## config.mk

```make
export PLATFORM = sky130hd
export DESIGN_NAME = alu_control_pipe_flat
export DESIGN_NICKNAME = d
export VERILOG_FILES = /design/src/rtl/alu_control_pipe_pkg.sv /design/src/rtl/alu_control_pipe_if.sv /design/src/rtl/alu_control_pipe_decode.sv /design/src/rtl/alu_control_pipe.sv /design/src/flat_wrapper.sv
export SDC_FILE = /design/constraint.sdc
export NUM_CORES = 1
export LEC_CHECK = 0
export ABC_AREA = 1
export ABC_CLOCK_PERIOD_IN_PS = 2930
export CAP_MARGIN = 40
export CORE_MARGIN = 3
export CORE_UTILIZATION = 50
export CTS_CLUSTER_SIZE = 14
export DETAILED_ROUTE_END_ITERATION = 6
export HOLD_SLACK_MARGIN = 0.03
export PLACE_DENSITY = 0.88
export SLEW_MARGIN = 10
export SYNTH_ARGS = -nofsm -noshare
export SYNTH_HDL_FRONTEND = slang
export SYNTH_SLANG_ARGS = --single-unit
```

## constraint.sdc

```tcl
create_clock -name CLK -period 2.93 [get_ports CLK]
set_input_delay 0.586 -clock CLK [delete_from_list [all_inputs] [get_ports CLK]]
set_output_delay 0.586 -clock CLK [all_outputs]
set_load 0.02 [all_outputs]
```

## src/rtl/alu_control_pipe_pkg.sv

```systemverilog
// Shared ALU-control encodings: ALUop codes, LEGv8 opcodes and 4-bit control words.
package alu_control_pipe_pkg;

  localparam int unsigned OP_W   = 11;
  localparam int unsigned OPI_W  = 10;
  localparam int unsigned CTRL_W = 4;

  typedef enum logic [1:0] {
    ALUOP_LDST  = 2'b00,
    ALUOP_CBZ   = 2'b01,
    ALUOP_RTYPE = 2'b10,
    ALUOP_ITYPE = 2'b11
  } aluop_e;

  localparam logic [OP_W-1:0] OPC_ADD = 11'b10001011000;
  localparam logic [OP_W-1:0] OPC_SUB = 11'b11001011000;
  localparam logic [OP_W-1:0] OPC_AND = 11'b10001010000;
  localparam logic [OP_W-1:0] OPC_ORR = 11'b10101010000;
  localparam logic [OP_W-1:0] OPC_EOR = 11'b11001010000;
  localparam logic [OP_W-1:0] OPC_LSL = 11'b11010011011;
  localparam logic [OP_W-1:0] OPC_LSR = 11'b11010011010;

  localparam logic [OPI_W-1:0] OPI_ADDI = 10'b1001000100;
  localparam logic [OPI_W-1:0] OPI_SUBI = 10'b1101000100;
  localparam logic [OPI_W-1:0] OPI_ANDI = 10'b1001001000;
  localparam logic [OPI_W-1:0] OPI_ORRI = 10'b1011001000;

  localparam logic [CTRL_W-1:0] CTRL_AND     = 4'b0000;
  localparam logic [CTRL_W-1:0] CTRL_ORR     = 4'b0001;
  localparam logic [CTRL_W-1:0] CTRL_ADD     = 4'b0010;
  localparam logic [CTRL_W-1:0] CTRL_LSL     = 4'b0011;
  localparam logic [CTRL_W-1:0] CTRL_LSR     = 4'b0100;
  localparam logic [CTRL_W-1:0] CTRL_SUB     = 4'b0110;
  localparam logic [CTRL_W-1:0] CTRL_PASSB   = 4'b0111;
  localparam logic [CTRL_W-1:0] CTRL_EOR     = 4'b1010;
  localparam logic [CTRL_W-1:0] CTRL_ILLEGAL = 4'b1111;

  typedef struct packed {
    logic [CTRL_W-1:0] ctrl;
    logic              illegal;
  } ctrl_word_t;

endpackage

```

## src/rtl/alu_control_pipe_if.sv

```systemverilog
// ID->EX decode handshake: request {ALUop, Opcode} in, control word out.
interface alu_control_pipe_if;
  import alu_control_pipe_pkg::*;

  logic              in_valid;
  logic              in_ready;
  logic [1:0]        ALUop;
  logic [OP_W-1:0]   Opcode;
  logic              out_valid;
  logic              out_ready;
  logic [CTRL_W-1:0] ALUCtrl;
  logic              illegal;

  modport master (
    output in_valid, ALUop, Opcode, out_ready,
    input  in_ready, out_valid, ALUCtrl, illegal
  );

  modport slave (
    input  in_valid, ALUop, Opcode, out_ready,
    output in_ready, out_valid, ALUCtrl, illegal
  );
endinterface

```

## src/rtl/alu_control_pipe_decode.sv

```systemverilog
// Combinational {ALUop, Opcode} -> {ALUCtrl, illegal} decoder.
module alu_control_pipe_decode
  import alu_control_pipe_pkg::*;
#(
  parameter int unsigned EXT_OPS = 1
) (
  input  logic [1:0]      ALUop,
  input  logic [OP_W-1:0] Opcode,
  output ctrl_word_t      dec_c
);

  // Anything not matched below falls through to the illegal word.
  always_comb begin
    dec_c = '{ctrl: CTRL_ILLEGAL, illegal: 1'b1};
    case (aluop_e'(ALUop))
      ALUOP_LDST: dec_c = '{ctrl: CTRL_ADD,   illegal: 1'b0};
      ALUOP_CBZ:  dec_c = '{ctrl: CTRL_PASSB, illegal: 1'b0};
      ALUOP_RTYPE: begin
        case (Opcode)
          OPC_ADD: dec_c = '{ctrl: CTRL_ADD, illegal: 1'b0};
          OPC_SUB: dec_c = '{ctrl: CTRL_SUB, illegal: 1'b0};
          OPC_AND: dec_c = '{ctrl: CTRL_AND, illegal: 1'b0};
          OPC_ORR: dec_c = '{ctrl: CTRL_ORR, illegal: 1'b0};
          OPC_EOR: dec_c = '{ctrl: CTRL_EOR, illegal: 1'b0};
          OPC_LSL: dec_c = '{ctrl: CTRL_LSL, illegal: 1'b0};
          OPC_LSR: dec_c = '{ctrl: CTRL_LSR, illegal: 1'b0};
          default: ;
        endcase
      end
      ALUOP_ITYPE: begin
        // Opcode bit 0 is part of the immediate field for I-type.
        if (EXT_OPS != 0) begin
          case (Opcode[OP_W-1:1])
            OPI_ADDI: dec_c = '{ctrl: CTRL_ADD, illegal: 1'b0};
            OPI_SUBI: dec_c = '{ctrl: CTRL_SUB, illegal: 1'b0};
            OPI_ANDI: dec_c = '{ctrl: CTRL_AND, illegal: 1'b0};
            OPI_ORRI: dec_c = '{ctrl: CTRL_ORR, illegal: 1'b0};
            default: ;
          endcase
        end
      end
      default: ;
    endcase
  end

endmodule

```

## src/rtl/alu_control_pipe.sv

```systemverilog
// Pipelined ALU-control decoder between ID and EX: valid/ready stages, flush,
// illegal-opcode flag and saturating illegal counter.
module alu_control_pipe
  import alu_control_pipe_pkg::*;
#(
  parameter int unsigned STAGES  = 1,
  parameter int unsigned EXT_OPS = 1,
  parameter int unsigned CNT_W   = 8
) (
  input  logic             CLK,
  input  logic             Reset,
  alu_control_pipe_if.slave bus,
  input  logic             flush,
  output logic [CNT_W-1:0] ill_count
);

  localparam logic [CNT_W-1:0] CNT_MAX = '1;

  if (STAGES < 1 || STAGES > 4) begin : g_bad_stages
    $error("alu_control_pipe: STAGES must be 1..4");
  end

  ctrl_word_t dec_c;
  logic       stall_c;
  logic       accept_c;

  alu_control_pipe_decode #(.EXT_OPS(EXT_OPS)) u_decode (
    .ALUop  (bus.ALUop),
    .Opcode (bus.Opcode),
    .dec_c  (dec_c)
  );

  // The whole pipe freezes while the last stage waits on EX; bubbles included.
  assign stall_c      = bus.out_valid & ~bus.out_ready;
  assign accept_c     = bus.in_valid & ~stall_c & ~flush;
  assign bus.in_ready = ~stall_c;

  for (genvar i = 0; i < STAGES; i++) begin : g_stage
    logic       vld_q;
    ctrl_word_t pay_q;
    logic       vld_in_c;
    ctrl_word_t pay_in_c;

    if (i == 0) begin : g_head
      assign vld_in_c = accept_c;
      assign pay_in_c = dec_c;
    end else begin : g_body
      assign vld_in_c = g_stage[i-1].vld_q;
      assign pay_in_c = g_stage[i-1].pay_q;
    end

    // Flush only drops valid bits; payload is don't-care once invalid.
    always_ff @(posedge CLK) begin
      if (Reset) begin
        vld_q <= 1'b0;
        pay_q <= '0;
      end else if (flush) begin
        vld_q <= 1'b0;
      end else if (!stall_c) begin
        vld_q <= vld_in_c;
        pay_q <= pay_in_c;
      end
    end
  end

  assign bus.out_valid = g_stage[STAGES-1].vld_q;
  assign bus.ALUCtrl   = g_stage[STAGES-1].pay_q.ctrl;
  assign bus.illegal   = g_stage[STAGES-1].pay_q.illegal;

  // Counts illegal entries at accept time; later flushes never undo a count.
  always_ff @(posedge CLK) begin
    if (Reset) begin
      ill_count <= '0;
    end else if (accept_c && dec_c.illegal && (ill_count != CNT_MAX)) begin
      ill_count <= ill_count + CNT_W'(1);
    end
  end

endmodule
```

## src/flat_wrapper.sv

```systemverilog
// flat-port wrapper written by rule: the top's interface ports become plain ports
module alu_control_pipe_flat import alu_control_pipe_pkg::*;
#(
  parameter int unsigned STAGES  = 1,
  parameter int unsigned EXT_OPS = 1,
  parameter int unsigned CNT_W   = 8
)
  (CLK, Reset, flush, ill_count, bus_in_valid, bus_ALUop, bus_Opcode, bus_out_ready, bus_in_ready, bus_out_valid, bus_ALUCtrl, bus_illegal);
  alu_control_pipe_if bus_i ();
  input  logic CLK;
  input  logic Reset;
  input  logic flush;
  output logic [CNT_W-1:0] ill_count;
  input wire logic [$bits(bus_i.in_valid)-1:0] bus_in_valid;
  input wire logic [$bits(bus_i.ALUop)-1:0] bus_ALUop;
  input wire logic [$bits(bus_i.Opcode)-1:0] bus_Opcode;
  input wire logic [$bits(bus_i.out_ready)-1:0] bus_out_ready;
  output wire logic [$bits(bus_i.in_ready)-1:0] bus_in_ready;
  output wire logic [$bits(bus_i.out_valid)-1:0] bus_out_valid;
  output wire logic [$bits(bus_i.ALUCtrl)-1:0] bus_ALUCtrl;
  output wire logic [$bits(bus_i.illegal)-1:0] bus_illegal;
  assign bus_i.in_valid = bus_in_valid;
  assign bus_i.ALUop = bus_ALUop;
  assign bus_i.Opcode = bus_Opcode;
  assign bus_i.out_ready = bus_out_ready;
  assign bus_in_ready = bus_i.in_ready;
  assign bus_out_valid = bus_i.out_valid;
  assign bus_ALUCtrl = bus_i.ALUCtrl;
  assign bus_illegal = bus_i.illegal;
  alu_control_pipe #(.STAGES(STAGES), .EXT_OPS(EXT_OPS), .CNT_W(CNT_W)) u_core (.CLK(CLK), .Reset(Reset), .bus(bus_i), .flush(flush), .ill_count(ill_count));
endmodule
```

# [Yosys cells after proc, flatten, opt, wreduce, memory -nomap -nowiden]
# Cells that the tools add are included.
[word_totals] ff_bits=14 in_bits=18 out_inout_bits=15 wordCells=34
[op_classes] addsub=1 eq_ne=15 mux=3 n_bitwise=6 reduce_logical=5
[ops] operator="$eq 11x11->1 const B" count=7
[ops] operator="$eq 10x10->1 const B" count=4
[ops] operator="$pmux 5 s4" count=2
[ops] operator="$pmux 5 s7" count=1
[ops] operator="$add 8x1->8 const B" count=1
[ops] operator="$ne 8x8->1 const B" count=1
[ops] operator="$eq 2x2->1 const B" count=2
[ops] operator="$and 1x1->1" count=3
[ops] operator="$not 1->1" count=3
[ops] operator="$eq 2x1->1 const B" count=1
[ops] operator="$logic_and 1x1->1" count=2
[ops] operator="$logic_not 2->1" count=1
[ops] operator="$reduce_and 2->1" count=1
[ops] operator="$reduce_or 2->1" count=1

# [Depth between registers and ports, before layout]
[logic_depth] depth_word=7 depth_mapped=11 mapped_depth_nobuf=11

# [Hierarchy]
# Synthesis repeated with hierarchy kept, for this count alone.
[hier_totals] cells_unflattened=183 area_unflattened_um2=1091.0
[modules_own_cells] module="alu_control_pipe" n_inst=1 cells_per_inst=106 area_per_inst_um2=737.0 seq_area_each_um2=280.3
[modules_own_cells] module="alu_control_pipe_decode" n_inst=1 cells_per_inst=77 area_per_inst_um2=354.1 seq_area_each_um2=0.0

# [Least setup slack after synthesis]
# No wires, ideal clock.
[synth_path] kind="in2reg" start="input bus_out_ready" end="register u_core.ill_count[4]" setup_time_ns=0.140 t_arrival_ns=1.456 slack_ns=1.334 cell_stages=7 path_buffers=0 path_cell_list="inv_2 -> nand2_2 -> nand2_2 -> nor3_4 -> nand2_8 -> nand2_2 -> a21oi_2"
[synth_via] elab_chain_cells=7
[synth_lines] element="from (decl)" line="flat_wrapper.sv:17" source="input wire logic [$bits(bus_i.out_ready)-1:0] bus_out_ready;"
[synth_lines] element="$not 1->1" line="alu_control_pipe.sv:34" source="assign stall_c = bus.out_valid & ~bus.out_ready;"
[synth_lines] element="$and 1x1->1" line="alu_control_pipe.sv:34"
[synth_lines] element="$not 1->1 (no source line)"
[synth_lines] element="net bus_in_ready" line="flat_wrapper.sv:18" source="output wire logic [$bits(bus_i.in_ready)-1:0] bus_in_ready;"
[synth_lines] element="$and 1x1->1 (2 in a row)" line="alu_control_pipe.sv:35" source="assign accept_c = bus.in_valid & ~stall_c & ~flush;"
[synth_lines] element="$logic_and 1x1->1 (2 in a row)" line="alu_control_pipe.sv:74" source="end else if (accept_c && dec_c.illegal && (ill_count != CNT_MAX)) begin"
[synth_lines] element="to (signal assigned)" line="alu_control_pipe.sv:75" source="ill_count <= ill_count + CNT_W'(1);"
[synth_lines] element="to (decl)" line="alu_control_pipe.sv:14" source="output logic [CNT_W-1:0] ill_count"
# The timed path passes the listed nets, and every way through them passes these cells.
# A chain may end at the register's enable or synchronous reset.

# [Worst setup path in the final report]
[layout_path] start="input bus_out_ready" end="output bus_in_ready"
[layout_via] elab_chain_cells=3
[layout_lines] element="$not 1->1" line="alu_control_pipe.sv:34"
[layout_lines] element="$and 1x1->1" line="alu_control_pipe.sv:34"
[layout_lines] element="$not 1->1 (no source line)"
[layout_lines] element="to (decl)" line="flat_wrapper.sv:18"
# No other way between the ends.

==> run_results.csv <==
group,metric,value,unit
status,outcome,"complete, no violations",
power,power.density,307,mW/mm^2
grt,antenna_found_initial,0,
min_path,hold_class,"reg2reg",
clocking,cts_sinks,14,
floorplan,die_area,0.00276,sq mm
placement,placed_cell_area,0.00144,sq mm
timing,slew-limit-headroom,60.0,%
synthesis,synth_top_area_share,25.8,%
placement,dpl.cell_count,211,
critical_path,cp_num_cells,4,
finish,layout_common_cells,"clkdlybuf4s50_1, inv_1, nand2_1, nand3_1, nand2_2",
power,p_leak,0.620,nW
timing,rsz0062_at_grt,"false",
timing,fin_hold_ws,0.516,ns
drt,wl,2510,um
critical_path,path_max_fanout,3,
synthesis,yosys.area_share.adder,1.15,%
floorplan,io_pins,33,
finish,area_growth,35.6,%
synthesis,ys_seq_area_share,25.8,%
timing,fin_setup_tns,0,ns
critical_path,cp.arrival,1.77,ns
finish,drive_above_1_share,25.0,%
floorplan,die_y,52.6,um
critical_path,startpoint,"bus_out_ready",
drt,drtAntennaViolNets,0,
clocking,root_buffer,"clkbuf_4",
synthesis,syn-instance-count,153,
floorplan,fp-row-count,16,
clocking,clock_latency,0.29,ns
synthesis,synth.area.top_cells,"dfxtp_1, nand2_2, nand3_1, inv_1, nand2_1",
drt,first_iter_violations,35,
finish,nets,208,
finish,fin_cells,215,
power,ir_worst_vdd,0.218,mV
clocking,cts_tree,"done",
critical_path,path_cells,"clkdlybuf4s50_1 > inv_2 > nand2_2 > clkdlybuf4s50_1",
timing,worst_pin_slew,0.598,ns
synthesis,synth_compound_area_share,14.2,%
grt,grt_usage,20.5,%
critical_path,crit_end,"bus_in_ready",
finish,postLayoutCellArea,0.00147,sq mm
synthesis,yosys_warnings,0,
synthesis,synth.area.mux_share,0,%
timing,min_period,2.35,ns
drt,viasPerCell,5.10,
placement,place.detailed.hpwl,2070,um
critical_path,critPathRequiredTime,2.34,ns
timing,drv_slew,0,
clocking,cts_htree_levels,1,
drt,firstDrtPassIters,4,
critical_path,critPathKind,"in2out",
finish,final_common_cell,"clkdlybuf4s50_1",
critical_path,r2r_cells,6,
critical_path,worstReg2RegStart,"u_core.ill_count[0]",
grt,grt_first_pass_wirelength,4260,um
clocking,cts_setup_buffers,0,
clocking,path_clk_slew,0.09,ns
clocking,clock_path_buffers,2,
timing,finalSetupViolCount,0,
grt,grt_pass1_vias,1042,
drt,drc,0,
synthesis,syn_area,0.00108,sq mm
finish,antenna_cells,0,
synthesis,synth_area_leader_cell,"dfxtp_1",
critical_path,setup.worst_path.start_class,"input pin",
floorplan,fp.dieW,52.6,um
clocking,post_cts_resized,0,
grt,gr-total-overflow,0,
drt,vias,1096,
floorplan,initial_utilization,54.2,%
synthesis,synth-xor-area-share,4.84,%
timing,hold_viol_final,0,
timing,fin_crit_sh,80.4,%
grt,grt_max_degree,13,
floorplan,design.core.area,0.00200,sq mm
timing,clock_skew,0.0137,ns
placement,gp_congestion,0.848,
synthesis,synth_top_family_by_area,"simple AND/OR/NAND/NOR gates",
critical_path,cpMostUsedCell,"clkdlybuf4s50_1",
critical_path,worstReg2RegEnd,"u_core.ill_count[3]",
critical_path,worst-path-buf-inv,3,
clocking,cts_hold_buf,0,
placement,io_buffers,32,
timing,fmax,0.425,GHz
synthesis,synth-simple-area-share,45.3,%
synthesis,synth_cell_types,27,
synthesis,synthesis.nets,172,
synthesis,synth-seq-cells,14,
critical_path,cpLargestDelayFamily,"buffers and inverters",
critical_path,rrSetupSlack,1.26,ns
clocking,cts_made_buffers,3,
critical_path,slowest_delay,0.61,ns
run,max-cap-violations,0,
critical_path,cp_slowest_cell,"clkdlybuf4s50_1",
drt,detail_route.wl_per_cell,11.7,um
critical_path,endpoint_kind,"output pin",
synthesis,synth.avg_cell_area,7.09,sq um
==> routing by layer <==
layer  GRT usage [%]  vias up  share of wire, %  wire length (um)
li1                -      558                 -                 -
met1            23.4      498                42              1050
met2            36.6       34                52              1300
met3            4.84        6               4.8               120
met4            7.23        0               1.7                42
met5               0        -                 0                 0
==> state kept, by name, summed over array words and instances, names as in the netlist <==
register,count
u_core.bus.out_valid,1
u_core.bus.illegal,1
u_core.bus.ALUCtrl,4
u_core.ill_count,8
==> worst reg2reg max path, cell delays in order, from the launching register on <==
cell	delay, ns
dfxtp_1	0.36
ha_1	0.28
nand4_4	0.13
nor2_2	0.06
nor3_4	0.41
nand3_1	0.21
a21oi_2	0.16
==> layout make-up <==
class,count,area (sq um)
sequential,14,280
timing repair buffer,32,320
multi-input combinational,114,711
tap,27,33.8
fill,168,531
inverter,24,90.1
clock buffer,4,36.3
==> per-stage QoR <==
| stage | utilization (%) | setup slack, ns | total power [mW] |
|---|---|---|---|
| after CTS | 73.5 | 0.566 | 0.455 |
| after global placement | 71.7 | 0.589 | 0.313 |
| after global routing | 73.5 | 0.519 | 0.472 |
| after floorplan | - | 1.33 | 0.267 |
| after detailed placement | 71.7 | 0.572 | 0.316 |
| final | 73.5 | 0.575 | 0.452 |
==> cell usage after synthesis <==
library cell	count
inv_1	20
nand2_1	19
nand3_1	18
nand2_2	16
dfxtp_1	14
nor2_1	14
a21oi_2	8
nor2_2	7
o21ai_0	6
a21oi_1	4
inv_2	4
nor2_4	3
xnor2_1	3
xor2_1	3
nand2_8	2
a211oi_1	1
a31oi_1	1
buf_1	1
ha_1	1
nand2_4	1
nand4_4	1
nor3_1	1
nor3_4	1
o211ai_1	1
o21ai_1	1
o31ai_1	1
or2_1	1
==> where the power goes <==
| group | internal (mW) | switching [mW] |
|---|---|---|
| Sequential | 0.197 | 0.00420 |
| Combinational | 0.0504 | 0.0602 |
| Clock | 0.0757 | 0.0645 |
| Total | 0.323 | 0.129 |
==> kinds of logic (layout without fill, tap and decap cells) <==
kind of cell / Yosys count / in the layout
adder cells (fa/ha/maj): 1 / 1
XOR/XNOR: 6 / 6
buffers and inverters: 25 / 60
AO/OA/AOI/OAI: 23 / 23
flip-flops: 14 / 14
AND/OR/NAND/NOR: 84 / 84
==> how the worst min path moves through the flow <==
stage                                    from             endpoint  slack [ns]  cells past startpoint
after floorplan           u_core.ill_count[1]  u_core.ill_count[1]        0.57                      2
after global placement     u_core.bus.illegal   u_core.bus.illegal        0.48                      2
after detailed placement  u_core.ill_count[1]  u_core.ill_count[1]        0.50                      2
after CTS                 u_core.ill_count[7]  u_core.ill_count[7]        0.52                      2
after global routing      u_core.ill_count[7]  u_core.ill_count[7]        0.54                      2
final                     u_core.ill_count[7]  u_core.ill_count[7]        0.52                      2
Note: power is estimated with default switching activity, not from simulation.
